**config.mk**
```make
export PLATFORM = sky130hd
export DESIGN_NAME = idu_pipe
export DESIGN_NICKNAME = d
export VERILOG_FILES = /design/src/rtl/idu_pipe_pkg.sv /design/src/rtl/idu_dec.sv /design/src/rtl/idu_pipe.sv
export SDC_FILE = /design/constraint.sdc
export NUM_CORES = 1
export LEC_CHECK = 0
export CAP_MARGIN = 30
export CORE_MARGIN = 4
export CORE_UTILIZATION = 48
export CTS_CLUSTER_DIAMETER = 200
export DETAILED_ROUTE_END_ITERATION = 12
export GPL_TIMING_DRIVEN = 0
export PLACE_DENSITY = 0.77
export SYNTH_ARGS = -nofsm -noshare
export SYNTH_HDL_FRONTEND = slang
export SYNTH_SLANG_ARGS = --single-unit
```
**constraint.sdc**
```tcl
create_clock -name clk -period 6.3 [get_ports clk]
set_input_delay 1.26 -clock clk [delete_from_list [all_inputs] [get_ports clk]]
set_output_delay 1.26 -clock clk [all_outputs]
set_load 0.02 [all_outputs]
```
**src/rtl/idu_pipe_pkg.sv**
```systemverilog
// Shared decode definitions for the idu_pipe decode stage: type codes, opcodes,
// immediate-format selectors and fixed system instruction words.
package idu_pipe_pkg;

   typedef enum logic [6:0] {
      TP_NONE = 7'd0, TP_EBREAK, TP_ECALL, TP_MRET,
      U_LUI, U_AUIPC, J_JAL, I_JALR,
      B_BEQ, B_BNE, B_BLT, B_BGE, B_BLTU, B_BGEU,
      I_LB, I_LH, I_LW, I_LBU, I_LHU,
      S_SB, S_SH, S_SW,
      I_ADDI, I_SLTI, I_SLTIU, I_XORI, I_ORI, I_ANDI, I_SLLI, I_SRLI, I_SRAI,
      R_ADD, R_SUB, R_SLL, R_SLT, R_SLTU, R_XOR, R_SRL, R_SRA, R_OR, R_AND,
      C_CSRRW, C_CSRRS, C_CSRRC, C_CSRRWI, C_CSRRSI, C_CSRRCI
   } tp_e;

   typedef enum logic [3:0] {
      FMT_NONE, FMT_R, FMT_I, FMT_SH, FMT_S, FMT_B, FMT_U, FMT_J,
      FMT_SYS, FMT_CSR, FMT_CSRI
   } fmt_e;

   localparam logic [6:0] OP_LUI    = 7'b0110111;
   localparam logic [6:0] OP_AUIPC  = 7'b0010111;
   localparam logic [6:0] OP_JAL    = 7'b1101111;
   localparam logic [6:0] OP_JALR   = 7'b1100111;
   localparam logic [6:0] OP_BRANCH = 7'b1100011;
   localparam logic [6:0] OP_LOAD   = 7'b0000011;
   localparam logic [6:0] OP_STORE  = 7'b0100011;
   localparam logic [6:0] OP_IMM    = 7'b0010011;
   localparam logic [6:0] OP_OP     = 7'b0110011;
   localparam logic [6:0] OP_SYSTEM = 7'b1110011;

   localparam logic [6:0] F7_ZERO = 7'b0000000;
   localparam logic [6:0] F7_ALT  = 7'b0100000;

   localparam logic [31:0] INST_EBREAK = 32'h0010_0073;
   localparam logic [31:0] INST_ECALL  = 32'h0000_0073;
   localparam logic [31:0] INST_MRET   = 32'h3020_0073;

endpackage

```
**src/rtl/idu_dec.sv**
```systemverilog
// Combinational RV32I/RV32E instruction decoder (inst -> tp/regs/imm/illegal).
// Define IDU_ZICSR_EN to also decode the CSR instructions, ECALL and MRET.
module idu_dec
   import idu_pipe_pkg::*;
#(
   parameter int XLEN    = 32,
   parameter int NR_REGS = 32,
   parameter int REG_AW  = 5
) (
   input  logic [31:0]       inst,
   output logic [6:0]        tp,
   output logic [REG_AW-1:0] rs1,
   output logic [REG_AW-1:0] rs2,
   output logic [REG_AW-1:0] rd,
   output logic [XLEN-1:0]   imm,
   output logic              illegal
);

   tp_e                t;
   fmt_e               fmt;
   logic [2:0]         f3;
   logic [6:0]         f7;
   logic [4:0]         rs1_v, rs2_v, rd_v;
   logic signed [31:0] imm32;
   logic               bad_reg;

   assign f3 = inst[14:12];
   assign f7 = inst[31:25];

   always_comb begin
      t   = TP_NONE;
      fmt = FMT_NONE;
      case (inst[6:0])
         OP_LUI:   begin t = U_LUI;   fmt = FMT_U; end
         OP_AUIPC: begin t = U_AUIPC; fmt = FMT_U; end
         OP_JAL:   begin t = J_JAL;   fmt = FMT_J; end
         OP_JALR:  begin fmt = FMT_I; if (f3 == 3'b000) t = I_JALR; end
         OP_BRANCH: begin
            fmt = FMT_B;
            case (f3)
               3'b000:  t = B_BEQ;
               3'b001:  t = B_BNE;
               3'b100:  t = B_BLT;
               3'b101:  t = B_BGE;
               3'b110:  t = B_BLTU;
               3'b111:  t = B_BGEU;
               default: t = TP_NONE;
            endcase
         end
         OP_LOAD: begin
            fmt = FMT_I;
            case (f3)
               3'b000:  t = I_LB;
               3'b001:  t = I_LH;
               3'b010:  t = I_LW;
               3'b100:  t = I_LBU;
               3'b101:  t = I_LHU;
               default: t = TP_NONE;
            endcase
         end
         OP_STORE: begin
            fmt = FMT_S;
            case (f3)
               3'b000:  t = S_SB;
               3'b001:  t = S_SH;
               3'b010:  t = S_SW;
               default: t = TP_NONE;
            endcase
         end
         OP_IMM: begin
            fmt = FMT_I;
            case (f3)
               3'b000: t = I_ADDI;
               3'b010: t = I_SLTI;
               3'b011: t = I_SLTIU;
               3'b100: t = I_XORI;
               3'b110: t = I_ORI;
               3'b111: t = I_ANDI;
               3'b001: begin fmt = FMT_SH; if (f7 == F7_ZERO) t = I_SLLI; end
               default: begin
                  fmt = FMT_SH;
                  if (f7 == F7_ZERO)     t = I_SRLI;
                  else if (f7 == F7_ALT) t = I_SRAI;
               end
            endcase
         end
         OP_OP: begin
            fmt = FMT_R;
            if (f7 == F7_ZERO) begin
               case (f3)
                  3'b000:  t = R_ADD;
                  3'b001:  t = R_SLL;
                  3'b010:  t = R_SLT;
                  3'b011:  t = R_SLTU;
                  3'b100:  t = R_XOR;
                  3'b101:  t = R_SRL;
                  3'b110:  t = R_OR;
                  default: t = R_AND;
               endcase
            end else if (f7 == F7_ALT) begin
               if (f3 == 3'b000)      t = R_SUB;
               else if (f3 == 3'b101) t = R_SRA;
            end
         end
         OP_SYSTEM: begin
            fmt = FMT_SYS;
            if (inst == INST_EBREAK) t = TP_EBREAK;
`ifdef IDU_ZICSR_EN
            else if (inst == INST_ECALL) t = TP_ECALL;
            else if (inst == INST_MRET)  t = TP_MRET;
            else begin
               fmt = f3[2] ? FMT_CSRI : FMT_CSR;
               case (f3[1:0])
                  2'b01:   t = f3[2] ? C_CSRRWI : C_CSRRW;
                  2'b10:   t = f3[2] ? C_CSRRSI : C_CSRRS;
                  2'b11:   t = f3[2] ? C_CSRRCI : C_CSRRC;
                  default: t = TP_NONE;
               endcase
            end
`endif
         end
         default: t = TP_NONE;
      endcase
      if (t == TP_NONE) fmt = FMT_NONE;
   end

   // Fields not used by the format stay zero, so the range check can scan all three.
   always_comb begin
      rs1_v = '0;
      rs2_v = '0;
      rd_v  = '0;
      imm32 = '0;
      case (fmt)
         FMT_R:  begin rs1_v = inst[19:15]; rs2_v = inst[24:20]; rd_v = inst[11:7]; end
         FMT_I:  begin rs1_v = inst[19:15]; rd_v = inst[11:7];
                       imm32 = {{20{inst[31]}}, inst[31:20]}; end
         FMT_SH: begin rs1_v = inst[19:15]; rd_v = inst[11:7];
                       imm32 = {27'b0, inst[24:20]}; end
         FMT_S:  begin rs1_v = inst[19:15]; rs2_v = inst[24:20];
                       imm32 = {{20{inst[31]}}, inst[31:25], inst[11:7]}; end
         FMT_B:  begin rs1_v = inst[19:15]; rs2_v = inst[24:20];
                       imm32 = {{19{inst[31]}}, inst[31], inst[7], inst[30:25], inst[11:8], 1'b0}; end
         FMT_U:  begin rd_v = inst[11:7]; imm32 = {inst[31:12], 12'b0}; end
         FMT_J:  begin rd_v = inst[11:7];
                       imm32 = {{11{inst[31]}}, inst[31], inst[19:12], inst[20], inst[30:21], 1'b0}; end
         FMT_CSR, FMT_CSRI: begin rs1_v = inst[19:15]; rd_v = inst[11:7];
                       imm32 = {20'b0, inst[31:20]}; end
         default: ;
      endcase
   end

   // rs1 of the immediate CSR forms carries zimm, not a register index.
   assign bad_reg = (int'(rd_v) >= NR_REGS) || (int'(rs2_v) >= NR_REGS) ||
                    ((fmt != FMT_CSRI) && (int'(rs1_v) >= NR_REGS));

   assign tp      = t;
   assign rs1     = REG_AW'(rs1_v);
   assign rs2     = REG_AW'(rs2_v);
   assign rd      = REG_AW'(rd_v);
   assign imm     = XLEN'(imm32);
   assign illegal = (t == TP_NONE) || bad_reg;

endmodule

```
**src/rtl/idu_pipe.sv**
```systemverilog
// Decode stage between IFU and EXU: idu_dec followed by a 2-entry skid buffer
// with registered in_ready and flush. IDU_ZICSR_EN enables CSR decode in idu_dec.
module idu_pipe
   import idu_pipe_pkg::*;
#(
   parameter int XLEN    = 32,
   parameter int NR_REGS = 32,
   parameter int REG_AW  = 5
) (
   input  logic              clk,
   input  logic              rst,
   input  logic              flush,
   input  logic              in_valid,
   output logic              in_ready,
   input  logic [XLEN-1:0]   in_pc,
   input  logic [31:0]       in_inst,
   output logic              out_valid,
   input  logic              out_ready,
   output logic [XLEN-1:0]   out_pc,
   output logic [6:0]        out_tp,
   output logic [REG_AW-1:0] out_rs1,
   output logic [REG_AW-1:0] out_rs2,
   output logic [REG_AW-1:0] out_rd,
   output logic [XLEN-1:0]   out_imm,
   output logic              out_illegal
);

   typedef struct packed {
      logic [XLEN-1:0]   pc;
      logic [6:0]        tp;
      logic [REG_AW-1:0] rs1;
      logic [REG_AW-1:0] rs2;
      logic [REG_AW-1:0] rd;
      logic [XLEN-1:0]   imm;
      logic              illegal;
   } entry_t;

   typedef enum logic [1:0] {EMPTY, ONE, TWO} state_e;

   state_e            state, state_nx;
   entry_t            head, tail, dec_e;
   logic [6:0]        d_tp;
   logic [REG_AW-1:0] d_rs1, d_rs2, d_rd;
   logic [XLEN-1:0]   d_imm;
   logic              d_illegal;
   logic              push, pop;

   idu_dec #(.XLEN(XLEN), .NR_REGS(NR_REGS), .REG_AW(REG_AW)) u_dec (
      .inst    (in_inst),
      .tp      (d_tp),
      .rs1     (d_rs1),
      .rs2     (d_rs2),
      .rd      (d_rd),
      .imm     (d_imm),
      .illegal (d_illegal)
   );

   assign dec_e = '{pc: in_pc, tp: d_tp, rs1: d_rs1, rs2: d_rs2, rd: d_rd,
                    imm: d_imm, illegal: d_illegal};

   assign out_valid = (state != EMPTY);
   assign push      = in_valid & in_ready & ~flush;
   assign pop       = out_valid & out_ready;

   always_comb begin
      state_nx = state;
      if (flush) state_nx = EMPTY;
      else begin
         case (state)
            EMPTY: if (push) state_nx = ONE;
            ONE: begin
               if (push && !pop)      state_nx = TWO;
               else if (pop && !push) state_nx = EMPTY;
            end
            TWO:     if (pop) state_nx = ONE;
            default: state_nx = EMPTY;
         endcase
      end
   end

   always_ff @(posedge clk or posedge rst) begin
      if (rst) begin
         state    <= EMPTY;
         in_ready <= 1'b1;
         head     <= '0;
         tail     <= '0;
      end else begin
         state    <= state_nx;
         in_ready <= (state_nx != TWO);
         if (!flush) begin
            case (state)
               EMPTY: if (push) head <= dec_e;
               ONE: begin
                  if (push && pop) head <= dec_e;
                  else if (push)   tail <= dec_e;
               end
               TWO:     if (pop) head <= tail;
               default: ;
            endcase
         end
      end
   end

   assign out_pc      = head.pc;
   assign out_tp      = head.tp;
   assign out_rs1     = head.rs1;
   assign out_rs2     = head.rs2;
   assign out_rd      = head.rd;
   assign out_imm     = head.imm;
   assign out_illegal = head.illegal;

endmodule

```
==> results.sh <==
export IMPL_outcome="complete, no violations"
export IMPL_synth_warnings=0
export IMPL_grt_overflow_total=0
export IMPL_detailedPlace_worstSlack_ns=1.68
export IMPL_post_synth_cell_area_avg_sq_um=8.73
export IMPL_startpoint_type="primary input"
export IMPL_power_dens_cells_nw_per_um2=280
export IMPL_io_pins=158
export IMPL_fin_crit_sh_pct=68.2
export IMPL_drv_max_cap_violation_count=0
export IMPL_cp_arrival_ns=4.64
export IMPL_slew_limit_headroom_pct=46.5
export IMPL_place_gp_congestion=0.935
export IMPL_clkLatencyLatePin_ns=0.43
export IMPL_synth_top_cell_area_share_pct=50.9
export IMPL_cp_slowest_stage_delay_ns=0.70
export IMPL_synth_seq_cells=175
export IMPL_syn_area_sq_um=8560
export IMPL_hold_path_class="reg2reg"
export IMPL_crit_buf_inv=2
export IMPL_htree_num_levels=4
export IMPL_cts_made_buffers=17
export IMPL_clk_pin_slew_worst_paths_ns=0.06
export IMPL_antenna_diode_count=0
export IMPL_cts_post_setup_buffers_inserted=0
export IMPL_chipWidth_um=142
export IMPL_numPlacedInstances=1361
export IMPL_avgViaCountPerCell=5.89
export IMPL_worst_hold_slack_ns=0.473
export IMPL_initial_utilization_pct=49.3
export IMPL_yosysTopAreaCell="sky130_fd_sc_hd__dfrtp_1"
export IMPL_synth_top_cells_by_area="sky130_fd_sc_hd__dfrtp_1 51%, sky130_fd_sc_hd__nand2_1 11%, sky130_fd_sc_hd__a31oi_1 4.9%"
export IMPL_cp_top_family="simple AND/OR/NAND/NOR gates"
export IMPL_detail_route_wl_per_cell_um=18.8
export IMPL_detail_route_first_pass_iterations=5
export IMPL_fp_dieArea_sq_um=20000
export IMPL_fp_dieH_um=142
export IMPL_static_leakage_power_nw=4.78
export IMPL_crit_path_frequent_cell="sky130_fd_sc_hd__a31oi_1"
export IMPL_most_instantiated_cells_after_synthesis="251 x sky130_fd_sc_hd__nand2_1, 174 x sky130_fd_sc_hd__dfrtp_1, 106 x sky130_fd_sc_hd__nor2_1"
export IMPL_route_vias_total=8190
export IMPL_route_final_wire_length_um=26200
export IMPL_clkSinkCount=175
export IMPL_total_of_buffers_placed_on_input_and_output_ports=155
export IMPL_clockBufferDepth=2
export IMPL_drt_drc_violations_left=0
export IMPL_detail_route_antenna_nets=0
export IMPL_initialDrtViolationCount=780
export IMPL_synth_edf_count=0
export IMPL_finClkSkew_ns=0.0102
export IMPL_synthCells=980
export IMPL_global_route_wire_length_before_repair_um=42100
export IMPL_crit_type="in2reg"
export IMPL_syn2layout_area_growth_pct=28.9
export IMPL_worst_endpoint_required_ns=6.65
export IMPL_nets=1224
export IMPL_grt_setup_unrepaired="no"
export IMPL_post_route_worst_setup_slack_ns=2.00
export IMPL_critical_path_slowest_cell="sky130_fd_sc_hd__nor4_2"
export IMPL_cts_root_buffer="sky130_fd_sc_hd__clkbuf_16"
export IMPL_num_fill_cells=1495
export IMPL_post_synth_top_count_cell="sky130_fd_sc_hd__nand2_1"
export IMPL_library_cells_used_by_synthesis=69
export IMPL_postSynthNetCount=1049
export IMPL_maxSlewViolCount=0
export IMPL_crit_path_end_kind="flip-flop"
export IMPL_layoutNonFillerInstCount=1391
export IMPL_initial_antenna_violation_count=0
export IMPL_grt_util_all_layers_pct=26.5
export IMPL_pin_count_of_the_biggest_net_entering_global_routing=128
export IMPL_max_clock_freq_mhz=233
export IMPL_cts_hold_buffers=0
export IMPL_critical_path_cell_by_cell="clkdlybuf4s50_1 > nor4_2 > nand3_1 > o31ai_1 > a31oi_1 > nand2_1 > o221ai_4 > a21o_1 > buf_2 > a31oi_1"
export IMPL_final_layout_size_suffix_gt1_share_pct=5.32
export IMPL_max_slew_worst_pin_slew_ns=0.797
export IMPL_core_area_sq_um=17400
export IMPL_vias_in_the_first_global_route=7693
export IMPL_postSynth_topFlopCell="sky130_fd_sc_hd__dfrtp_1"
export IMPL_std_cell_rows=48
export IMPL_post_cts_resized_instances=0
export IMPL_period_minus_slack_ns=4.30
export IMPL_cts_tree="built"
export IMPL_place_hpwl_um=18600
export IMPL_finalSetupViolCount=0
export IMPL_hold_viol_final=0
export IMPL_synth_seq_area_share_pct=51.2
export IMPL_worst_ir_drop_vdd_mv=0.201
export IMPL_async_flop_share_pct=100
export IMPL_path_max_fanout=10
==> state kept, by name, indices dropped and copies added, names as in the netlist, 2 cells and up <==
register	flops
out_pc	32
state	2
out_imm	32
out_tp	6
out_rd	5
tail	86
out_rs2	5
out_rs1	5
==> cells in the final DEF (no fill, tap or decap), drive strengths merged, types with 3 or more instances in the layout <==
master,count
a211o,10
a211oi,8
a21boi,5
a21oi,34
a22o,19
a22oi,3
a311oi,8
a31o,6
a31oi,67
and2,8
and3,11
buf,28
bufinv,3
clkbuf,72
clkdlybuf4s50,155
dfrtp,174
inv,9
nand2,251
nand2b,3
nand3,22
nand3b,4
nor2,106
nor2b,6
nor3,9
nor4,5
nor4b,7
o211ai,5
o21a,3
o21ai,58
o221ai,3
o22a,6
o31ai,3
or2,3
or3,19
==> logic make-up (layout without fill, tap and decap cells) <==
kind of cell	Yosys count	in the layout	share of synthesized area [%]
compound gates	251	251	19.9
xor+xnor	3	3	0.307
buf+inv	84	270	4.21
flops	175	175	51.2
mux	2	2	0.234
other cells	1	1	0.0438
simple gates	464	464	24.1
==> final timing paths <==
check	slack (ns)	start	cells after the start	endpoint
min in group asynchronous	1.23	rst	2	out_pc[12]
min	0.47	tail[74]	2	tail[74]
max	2.00	in_inst[26]	10	out_imm[20]
min reg2reg	0.47	tail[74]	2	tail[74]
max in group asynchronous	4.15	rst	3	out_rs2[2]
max reg2reg	3.59	state[0]	10	out_imm[12]
==> area by class of cell <==
class | instances | area (sq um) | area share, %
plain buffers | 77 | 334 | 3.03
clock buffers | 22 | 474 | 4.30
clock inverters | 8 | 129 | 1.17
inverters | 7 | 33.8 | 0.306
multi-input cells | 721 | 3820 | 34.6
flip-flops and latches | 175 | 4380 | 39.7
well taps | 225 | 282 | 2.55
repair buffers | 156 | 1580 | 14.3
==> per-layer routing <==
layer  up-vias  part of all wire (%)  track usage [%]
met5         -                     0                0
met4         0                   3.0             9.29
met3        48                   7.6             5.70
met2       365                    47             41.0
met1      4004                    42             37.2
li1       3773                     -                -
==> worst register-to-register path, delay by kind of cell (launching register included) <==
kind,cells,cell delay (ns)
simple gates,3,0.42
compound gates,3,0.56
flops,1,0.39
buf+inv,4,1.26
==> stage by stage <==
step / instance area, sq um / TNS, ns / power (W) / utilization, %
after floorplan: 8560 / 0 / 0.00172 / -
after global placement: 10400 / -360.38 / 0.00200 / 59.9
after detailed placement: 10400 / 0 / 0.00202 / 60.1
after CTS: 11000 / 0 / 0.00310 / 63.5
after global routing: 11000 / 0 / 0.00322 / 63.5
final: 11000 / 0 / 0.00309 / 63.5
==> power by group <==
group	total, W	switching [W]	internal (W)
sequential	0.00138	0.0000873	0.00129
clock	0.00109	0.000435	0.000654
combinational	0.000626	0.000344	0.000282
total	0.00309	0.000866	0.00222
No activity file was read; power rests on OpenSTA's default activity.
